`config.mk`:
```
export PLATFORM = sky130hd
export DESIGN_NAME = kbd_evt_q
export DESIGN_NICKNAME = d
export VERILOG_FILES = /design/src/rtl/kbd_pkg.sv /design/src/rtl/kbd_evt_fifo.sv /design/src/rtl/kbd_evt_q.sv
export SDC_FILE = /design/constraint.sdc
export NUM_CORES = 1
export LEC_CHECK = 0
export ABC_AREA = 1
export ABC_CLOCK_PERIOD_IN_PS = 4700
export BUFFER_PORTS_ARGS = -buffer_cell sky130_fd_sc_hd__clkbuf_2
export CORE_UTILIZATION = 50
export CTS_BUF_LIST = sky130_fd_sc_hd__clkbuf_8
export DETAILED_ROUTE_END_ITERATION = 8
export GPL_TIMING_DRIVEN = 0
export MAX_ROUTING_LAYER = met4
export PLACE_DENSITY = 0.67
export RECOVER_POWER = 100
export SKIP_CTS_REPAIR_TIMING = 1
export SYNTH_ARGS = -nofsm -noshare
export SYNTH_HDL_FRONTEND = slang
export SYNTH_SLANG_ARGS = --single-unit
```
`constraint.sdc`:
```
create_clock -name clk -period 4.7 [get_ports clk]
set_input_delay 0.235 -clock clk [delete_from_list [all_inputs] [get_ports clk]]
set_output_delay 0.235 -clock clk [all_outputs]
set_load 0.01 [all_outputs]
```
`src/rtl/kbd_pkg.sv`:
```
// Shared types and byte constants for the PS/2 set-2 key event decoder.
package kbd_pkg;

    typedef struct packed {
        logic       ext;
        logic       brk;
        logic [7:0] code;
    } kbd_evt_t;

    typedef enum logic [2:0] {
        ST_IDLE,
        ST_EXT,
        ST_BRK,
        ST_EXT_BRK,
        ST_PAUSE
    } kbd_state_t;

    localparam logic [7:0] SC_E0 = 8'hE0;
    localparam logic [7:0] SC_E1 = 8'hE1;
    localparam logic [7:0] SC_F0 = 8'hF0;
    localparam logic [7:0] SC_AA = 8'hAA;
    localparam logic [7:0] SC_FA = 8'hFA;
    localparam logic [7:0] SC_EE = 8'hEE;
    localparam logic [7:0] SC_FE = 8'hFE;
    localparam logic [7:0] SC_00 = 8'h00;
    localparam logic [7:0] SC_FF = 8'hFF;

    localparam logic [2:0] PAUSE_SKIP = 3'd7;

    // Keyboard status/ack bytes carry no key information.
    function automatic logic is_status(input logic [7:0] b);
        return (b == SC_AA) || (b == SC_FA) || (b == SC_EE) || (b == SC_FE);
    endfunction

endpackage

```
`src/rtl/kbd_evt_fifo.sv`:
```
// Synchronous first-word-fall-through FIFO with occupancy output.
// Pop while empty is ignored; a push while full is dropped unless a pop frees the slot the same cycle.
module kbd_evt_fifo #(
    parameter int W     = 10,
    parameter int DEPTH = 8
) (
    input  logic                       clk,
    input  logic                       rst_n,
    input  logic                       clr,
    input  logic                       push_vld,
    input  logic [W-1:0]               push_dat,
    input  logic                       pop,
    output logic [W-1:0]               head_dat,
    output logic                       empty,
    output logic [$clog2(DEPTH):0]     level,
    output logic                       drop
);

    localparam int AW = $clog2(DEPTH);
    localparam int LW = AW + 1;

    logic [W-1:0]  mem_q [DEPTH];
    logic [AW-1:0] wr_q, wr_d, rd_q, rd_d;
    logic [LW-1:0] level_q, level_d;
    logic          full, pop_ok, push_ok;

    always_comb begin
        full    = (level_q == LW'(DEPTH));
        empty   = (level_q == '0);
        pop_ok  = pop && !empty;
        push_ok = push_vld && (!full || pop_ok);
        drop    = push_vld && full && !pop_ok;
        wr_d    = wr_q + AW'(push_ok);
        rd_d    = rd_q + AW'(pop_ok);
        level_d = level_q + LW'(push_ok) - LW'(pop_ok);
        if (clr) begin
            wr_d    = '0;
            rd_d    = '0;
            level_d = '0;
        end
    end

    always_ff @(posedge clk) begin
        if (!rst_n) begin
            wr_q    <= '0;
            rd_q    <= '0;
            level_q <= '0;
        end else begin
            wr_q    <= wr_d;
            rd_q    <= rd_d;
            level_q <= level_d;
        end
    end

    always_ff @(posedge clk) begin
        if (push_ok) mem_q[wr_q] <= push_dat;
    end

    assign head_dat = mem_q[rd_q];
    assign level    = level_q;

endmodule

```
`src/rtl/kbd_evt_q.sv`:
```
// PS/2 set-2 byte stream to key-event queue: E0/F0/E1 collapse, timeout, repeat filter, FWFT output.
// Event visible two cycles after its final byte; consumer stalls via evt_ready, full FIFO drops and flags ovf.
module kbd_evt_q
    import kbd_pkg::*;
#(
    parameter int P_DEPTH       = 8,
    parameter int P_TIMEOUT     = 1_000_000,
    parameter bit P_DROP_REPEAT = 1'b1
) (
    input  logic                       clk,
    input  logic                       rst_n,
    input  logic [7:0]                 scode,
    input  logic                       scode_en,
    input  logic                       clr,
    output logic                       evt_valid,
    input  logic                       evt_ready,
    output logic [7:0]                 evt_code,
    output logic                       evt_ext,
    output logic                       evt_brk,
    output logic [$clog2(P_DEPTH):0]   evt_level,
    output logic                       ovf,
    output logic                       seq_abort,
    output logic                       line_err
);

    localparam int TW = $clog2(P_TIMEOUT);

    kbd_state_t    state_q, state_d;
    logic [2:0]    skip_q, skip_d;
    logic [TW-1:0] tmo_q, tmo_d;
    logic          abort_q, abort_d;
    logic          line_err_q, line_err_d;
    logic          ovf_q, ovf_d;
    logic          push_vld_q, push_vld_d;
    kbd_evt_t      push_dat_q, push_dat_d;
    logic          emit, pause_evt, drop_rep, fifo_drop, fifo_empty;
    kbd_evt_t      emit_dat, head;

    always_comb begin
        state_d    = state_q;
        skip_d     = skip_q;
        tmo_d      = '0;
        abort_d    = 1'b0;
        line_err_d = line_err_q;
        emit       = 1'b0;
        pause_evt  = 1'b0;
        emit_dat   = '{ext: 1'b0, brk: 1'b0, code: scode};
        if (scode_en) begin
            case (state_q)
                ST_IDLE: begin
                    if (scode == SC_E0)      state_d = ST_EXT;
                    else if (scode == SC_F0) state_d = ST_BRK;
                    else if (scode == SC_E1) begin
                        state_d = ST_PAUSE;
                        skip_d  = PAUSE_SKIP;
                    end
                    else if (scode == SC_00 || scode == SC_FF) line_err_d = 1'b1;
                    else if (!is_status(scode))                emit       = 1'b1;
                end
                ST_EXT: begin
                    state_d = ST_IDLE;
                    if (scode == SC_F0) state_d = ST_EXT_BRK;
                    else if (scode != SC_E0 && scode != SC_E1) begin
                        emit     = 1'b1;
                        emit_dat = '{ext: 1'b1, brk: 1'b0, code: scode};
                    end
                end
                ST_BRK: begin
                    state_d  = ST_IDLE;
                    emit     = 1'b1;
                    emit_dat = '{ext: 1'b0, brk: 1'b1, code: scode};
                end
                ST_EXT_BRK: begin
                    state_d  = ST_IDLE;
                    emit     = 1'b1;
                    emit_dat = '{ext: 1'b1, brk: 1'b1, code: scode};
                end
                ST_PAUSE: begin
                    skip_d = skip_q - 3'd1;
                    if (skip_q == 3'd1) begin
                        state_d   = ST_IDLE;
                        emit      = 1'b1;
                        pause_evt = 1'b1;
                        emit_dat  = '{ext: 1'b1, brk: 1'b0, code: SC_E1};
                    end
                end
                default: state_d = ST_IDLE;
            endcase
        end else if (state_q != ST_IDLE) begin
            // A byte in the deadline cycle takes the branch above, so it always wins over the abort.
            if (tmo_q == TW'(P_TIMEOUT - 1)) begin
                state_d = ST_IDLE;
                abort_d = 1'b1;
            end else begin
                tmo_d = tmo_q + TW'(1);
            end
        end
        push_vld_d = emit && !drop_rep;
        push_dat_d = emit_dat;
        ovf_d      = ovf_q | fifo_drop;
        if (clr) begin
            state_d    = ST_IDLE;
            skip_d     = '0;
            tmo_d      = '0;
            abort_d    = 1'b0;
            line_err_d = 1'b0;
            ovf_d      = 1'b0;
            push_vld_d = 1'b0;
            push_dat_d = '0;
        end
    end

    always_ff @(posedge clk) begin
        if (!rst_n) begin
            state_q    <= ST_IDLE;
            skip_q     <= '0;
            tmo_q      <= '0;
            abort_q    <= 1'b0;
            line_err_q <= 1'b0;
            ovf_q      <= 1'b0;
            push_vld_q <= 1'b0;
            push_dat_q <= '0;
        end else begin
            state_q    <= state_d;
            skip_q     <= skip_d;
            tmo_q      <= tmo_d;
            abort_q    <= abort_d;
            line_err_q <= line_err_d;
            ovf_q      <= ovf_d;
            push_vld_q <= push_vld_d;
            push_dat_q <= push_dat_d;
        end
    end

    if (P_DROP_REPEAT) begin : g_filt
        logic       held_q, held_d, hext_q, hext_d, match;
        logic [7:0] hcode_q, hcode_d;

        always_comb begin
            held_d   = held_q;
            hcode_d  = hcode_q;
            hext_d   = hext_q;
            drop_rep = 1'b0;
            match    = held_q && (hcode_q == emit_dat.code) && (hext_q == emit_dat.ext);
            if (emit && !pause_evt) begin
                if (!emit_dat.brk) begin
                    if (match) drop_rep = 1'b1;
                    else begin
                        held_d  = 1'b1;
                        hcode_d = emit_dat.code;
                        hext_d  = emit_dat.ext;
                    end
                end else if (match) begin
                    held_d = 1'b0;
                end
            end
            if (clr) begin
                held_d  = 1'b0;
                hcode_d = '0;
                hext_d  = 1'b0;
            end
        end

        always_ff @(posedge clk) begin
            if (!rst_n) begin
                held_q  <= 1'b0;
                hcode_q <= '0;
                hext_q  <= 1'b0;
            end else begin
                held_q  <= held_d;
                hcode_q <= hcode_d;
                hext_q  <= hext_d;
            end
        end
    end else begin : g_nofilt
        assign drop_rep = 1'b0;
    end

    kbd_evt_fifo #(
        .W     ($bits(kbd_evt_t)),
        .DEPTH (P_DEPTH)
    ) u_fifo (
        .clk      (clk),
        .rst_n    (rst_n),
        .clr      (clr),
        .push_vld (push_vld_q),
        .push_dat (push_dat_q),
        .pop      (evt_ready),
        .head_dat (head),
        .empty    (fifo_empty),
        .level    (evt_level),
        .drop     (fifo_drop)
    );

    // Head fields read as zero while empty so flush/reset values are deterministic.
    assign evt_valid = !fifo_empty;
    assign evt_code  = evt_valid ? head.code : 8'h00;
    assign evt_ext   = evt_valid & head.ext;
    assign evt_brk   = evt_valid & head.brk;
    assign ovf       = ovf_q;
    assign seq_abort = abort_q;
    assign line_err  = line_err_q;

endmodule

```
# [Word-level counts from Yosys, hierarchy flattened]
# Memories as Yosys holds them, arrays and structs flattened. A register that Yosys moved wholly into a read port is not among the register bits.
# Index checks and enable logic that the tools add are counted.
[classes] n_addsub=6 n_eq_ne=26 n_mux=41 bitwise=10 n_reduce_logical=35
[op_table] op="$eq A8 B8 Y1 const B" count=8
[op_table] op="$mux W10" count=4
[op_table] op="$pmux W10 S4" count=1
[op_table] op="$mux W3" count=11
[op_table] op="$add A20 B1 Y20 const B" count=1
[op_table] op="$eq A20 B20 Y1 const B" count=1
[op_table] op="$mux W1" count=20
[op_table] op="$ne A8 B8 Y1 const B" count=2
[op_table] op="$logic_and A1 B1 Y1" count=9
[op_table] op="$pmux W3 S3" count=1
[op_table] op="$eq A8 B8 Y1" count=1
[op_table] op="$logic_not A8 Y1" count=1
[op_table] op="$mux W8" count=1
[op_table] op="$ne A2 B2 Y1 const B" count=4
[op_table] op="$not A1 Y1" count=7
[op_table] op="$add A3 B1 Y3" count=2
[op_table] op="$eq A3 B1 Y1 const B" count=2
[op_table] op="$eq A3 B2 Y1 const B" count=2
[op_table] op="$pmux W3 S2" count=1
[op_table] op="$reduce_and A3 Y1" count=2
[op_table] op="$reduce_and A6 Y1" count=1
[op_table] op="$reduce_bool A2 Y1" count=3
[op_table] op="$logic_not A1 Y1" count=5
[op_table] op="$logic_or A1 B1 Y1" count=5
[op_table] op="other kinds (21)" count=23
[totals] ff_bits=60 ramBits=80 output_inout_bits=18 elab_cells=135 n_memories=1
[mem_list] name="u_fifo.mem_q" words=8 word_bits=10 rd=1 rd_ports_with_merged_regs=1 write_ports=1 line="kbd_evt_fifo.sv:22" rtl="logic [W-1:0] mem_q [DEPTH];"

# [Logic depth before layout (Yosys ltp)]
[logic_depth] ltp_word=15 depth_mapped=17

# [Modules after synthesis]
# A second synthesis with hierarchy kept.
[unflattened] cells_unflattened=840 area_unflattened_um2=6846.6
[modules_own_cells] module="kbd_evt_fifo" n_inst=1 cells_per_inst=433 area_per_inst_um2=4155.2
[modules_own_cells] module="kbd_evt_q" n_inst=1 cells_per_inst=407 area_per_inst_um2=2691.3

# [Least setup slack after synthesis]
# No wires, ideal clock.
[synth_path] path_kind="reg-to-reg" start="register u_fifo.level_q[2], in the netlist u_fifo.level[2]" end="memory u_fifo.mem_q[0][0], enable pin" arrival_ps=1738 required_ps=4324 path_slack_ps=2586 stages_incl_launch_ff=8 path_buffers=0 period_less_slack_ps=2114 path_cell_list="dfxtp_1 -> inv_1 -> ha_1 -> nand2_1 -> nand2_1 -> a21boi_0 -> nand2_1 -> nor2_1"
[synth_between] elab_chain_cells=7
[synth_lines] item="start, declared" line="kbd_evt_fifo.sv:24" rtl="logic [LW-1:0] level_q, level_d;"
[synth_lines] item="start signal, assigned" line="kbd_evt_fifo.sv:51" rtl="level_q <= level_d;"
[synth_lines] item="$logic_not A4 Y1" line="kbd_evt_fifo.sv:29" rtl="empty = (level_q == '0);"
[synth_lines] item="$logic_not A1 Y1" line="kbd_evt_fifo.sv:30" rtl="pop_ok = pop && !empty;"
[synth_lines] item="$logic_and A1 B1 Y1" line="kbd_evt_fifo.sv:30"
[synth_lines] item="$logic_or A1 B1 Y1 *" line="kbd_evt_fifo.sv:31" rtl="push_ok = push_vld && (!full || pop_ok);"
[synth_lines] item="$logic_and A1 B1 Y1 *" line="kbd_evt_fifo.sv:31"
[synth_lines] item="$mux W1 *" line="kbd_evt_fifo.sv:56" rtl="if (push_ok) mem_q[wr_q] <= push_dat;"
[synth_lines] item="$mux W1 (implied by the code) *" line="kbd_evt_fifo.sv:56"
[synth_lines] item="end, declared" line="kbd_evt_fifo.sv:22"
# Every way passes the cells marked *; elsewhere a longest branch is shown, timed or not.

# [Worst setup path in the final report]
[layout_path] start="register skip_q[1]" end="register g_filt.hcode_q[3]"
[layout_between] elab_chain_cells=9
[layout_lines] item="start, declared" line="kbd_evt_q.sv:29" rtl="logic [2:0] skip_q, skip_d;"
[layout_lines] item="start signal, assigned" line="kbd_evt_q.sv:125" rtl="skip_q <= skip_d;"
[layout_lines] item="$eq A3 B1 Y1 *" line="kbd_evt_q.sv:80" rtl="if (skip_q == 3'd1) begin"
[layout_lines] item="$mux W10" line="kbd_evt_q.sv:80"
[layout_lines] item="$pmux W10 S4" line="kbd_evt_q.sv:49" rtl="case (state_q)"
[layout_lines] item="$mux W10" line="kbd_evt_q.sv:48" rtl="if (scode_en) begin"
[layout_lines] item="$eq A8 B8 Y1" line="kbd_evt_q.sv:144" rtl="match = held_q && (hcode_q == emit_dat.code) && (hext_q == emit_dat.ext);"
[layout_lines] item="$logic_and A1 B1 Y1 (2 in a row)" line="kbd_evt_q.sv:144"
[layout_lines] item="$not A1 Y1 (no line)"
[layout_lines] item="$reduce_and A3 Y1 (no line)"
[layout_lines] item="end signal, assigned" line="kbd_evt_q.sv:171" rtl="hcode_q <= hcode_d;"
[layout_lines] item="end, declared" line="kbd_evt_q.sv:137" rtl="logic [7:0] hcode_q, hcode_d;"
# Marked as above.
# A chain may end at the register's enable or synchronous reset.

==> metrics.cfg <==
[status]
status = completed

[clock_tree]
clock_path_buffers = 2
root_buffer = clkbuf_8
clock-sinks = 140
cts_tree = yes
cts_buffers = 17
insertion_delay_ns = 0.45
htreeDepth = 4
path_clk_slew_ns = 0.07

[grt]
grt_overflow_total = 0
antenna_found_initial = 0
grt_max_degree = 17
grtUsageTotal_pct = 22.4
grt_pass1_wl_um = 21200
grt_pass1_vias = 4498

[sta]
hold_violations = 0
slew_violations = 0
min_period_over_period_pct = 72.6
maxSlewHeadroom_pct = 31.8
finalCriticalPeriod_ns = 3.41
max_freq_mhz = 293
hold_slack_ns = 0.132
fin_setup_tns_ns = 0
setup_viol = 0
skew_ns = 0.0137
worstMarginPinSlew_ns = 1.02
rsz0062_at_grt = no

[placed_design]
port_buffers = 30
gp_congestion = 0.885
dp_hpwl_um = 9020
placed_cells = 845

[final_layout]
layout.cells.non_filler = 877
final_common_cell = nor2_1
drive_above_1_share_pct = 6.58
final_cell_mix = nor2_1 (147), nand2_1 (86), edfxtp_1 (80)
syn_to_final_growth_pct = 10.5
antenna_cells = 0
layout.nets = 746

[hold_path]
hp-class = in -> reg

[routing]
vias_per_cell = 5.25
dr.pass1.iters = 5
finalWirelength_um = 13000
wl_per_cell_um = 14.8
drtIter0Drc = 377
drcViolationCount = 0
antenna_left = 0
dr_total_vias = 4608

[critical_path]
crit_path_max_fanout = 10
path_class = reg -> reg
cp-start-kind = flip-flop
required_ns = 5.08
regToRegSetupSlack_ns = 1.29
end_kind = flip-flop
cp.arrival_ns = 3.79

[power_and_ir_drop]
powerDensity_nw_per_um2 = 389
power_mw = 2.65
leakagePower_nw = 2.56
vdd_ir_drop_max_mv = 0.247

[floorplan]
dieArea_sq_um = 12800
start_util_pct = 51.4
die_w_um = 113
num_rows = 40
die_y_um = 113
core_area_sq_um = 12000
pin_count = 31

[synth]
synth_area_per_cell_sq_um = 9.23
synth_seq_cells = 140
synthesis.area_sq_um = 6170
yosysSeqAreaShare_pct = 58.4
synth_fp_nets = 697
synthCells = 668
synth_warnings = 0
synth_cell_types = 41

[run]
drv_cap = 0

-- stage by stage --
step	area, sq um	util [%]	setup WS [ns]
after floorplan	6170	-	2.59
after global placement	6500	54.1	2.11
after detailed placement	6500	54.1	2.00
after CTS	6890	57.4	1.97
after global routing	6810	56.7	1.05
final	6810	56.7	1.29
-- power breakdown --
part           internal [mW]  switching, mW
Sequential              1.31         0.0207
Clock                  0.524          0.427
Combinational          0.121          0.248
Total                   1.95          0.695
-- path summary, 6_finish.rpt --
kind	from	endpoint	depth (start not counted)
worst max-delay path	skip_q[1]$_SDFFE_PP0P_	g_filt.hcode_q[3]$_SDFFE_PP0P_	16
worst min-delay path	scode[2]	g_filt.hcode_q[2]$_SDFFE_PP0P_	3
worst max register to register	skip_q[1]$_SDFFE_PP0P_	g_filt.hcode_q[3]$_SDFFE_PP0P_	16
worst min register to register	tmo_q[0]$_SDFF_PP0_	tmo_q[0]$_SDFF_PP0_	1
-- cell families (layout without fill, tap and decap cells) --
logic type	after synthesis	count (layout)	share of synthesized area [%]
AO/OA/AOI/OAI	115	115	10.2
adder cells (fa/ha/maj)	16	16	3.37
buffers and inverters	97	159	6.23
AND/OR/NAND/NOR	285	285	19.6
XOR/XNOR	15	15	2.13
flip-flops	140	140	58.4
-- critical path, stage by stage, from the launching register on --
cell,delay (ns)
dfxtp_1,0.31
inv_1,0.06
ha_1,0.18
nand2_1,0.09
nor2_1,0.06
nand2_1,0.24
clkbuf_1,0.39
nand2_1,0.18
a21oi_1,0.16
o21ai_0,0.10
nor3_1,0.25
nand3b_1,0.14
ha_1,0.20
nand4_1,0.33
clkbuf_1,0.43
a21oi_1,0.09
nor2_1,0.13
-- metal layers --
| metal | part of all wire, % | global-route usage, % | routed length [um] |
|---|---|---|---|
| met5 | 0 | - | 0 |
| met4 | 2.1 | 10.0 | 275 |
| met3 | 3.9 | 4.12 | 504 |
| met1 | 46 | 27.5 | 5910 |
| met2 | 48 | 36.4 | 6280 |
-- cell type report --
| cell class | instances | area [sq um] |
|---|---|---|
| Sequential cell | 140 | 3600 |
| Clock inverter | 14 | 141 |
| Tap cell | 147 | 184 |
| Clock buffer | 18 | 248 |
| Inverter | 74 | 278 |
| Timing Repair Buffer | 30 | 128 |
| Fill cell | 1060 | 5200 |
| Buffer | 23 | 88.8 |
| Multi-Input combinational cell | 431 | 2140 |
-- sequential cells by signal, indices dropped and copies added (netlist names) --
name	count
tmo_q	20
g_filt.held_q	1
skip_q	3
seq_abort	1
g_filt.hcode_q	8
push_dat_q	10
ovf	1
g_filt.hext_q	1
line_err	1
push_vld_q	1
u_fifo.mem_q	80
state_q	3
u_fifo.rd_q	3
u_fifo.wr_q	3
u_fifo.level	4
-- synth_stat cells, drive strengths merged --
cell type	count	share of area [%]
a22oi	1	0.12
nand3	19	1.5
clkbuf	17	1.0
and3	1	0.10
buf	6	0.69
a21oi	25	2.0
nand4	6	0.85
o21ai	58	4.7
nor4	2	0.20
dfxtp	60	19
nand3b	1	0.12
a31oi	12	1.2
o22ai	10	1.0
clkinv	1	0.061
o21a	1	0.12
xnor2	3	0.43
a211oi	2	0.24
edfxtp	80	39
fa	1	0.32
nand2	88	5.6
nor3b	5	0.61
nor2	148	9.2
a32o	1	0.16
a211o	1	0.14
o21bai	2	0.24
nor3	13	1.1
ha	15	3.0
a21boi	1	0.12
o211ai	1	0.12
or2	2	0.20
xor2	12	1.7
inv	73	4.4
Note: power is estimated with default switching activity, not from simulation.
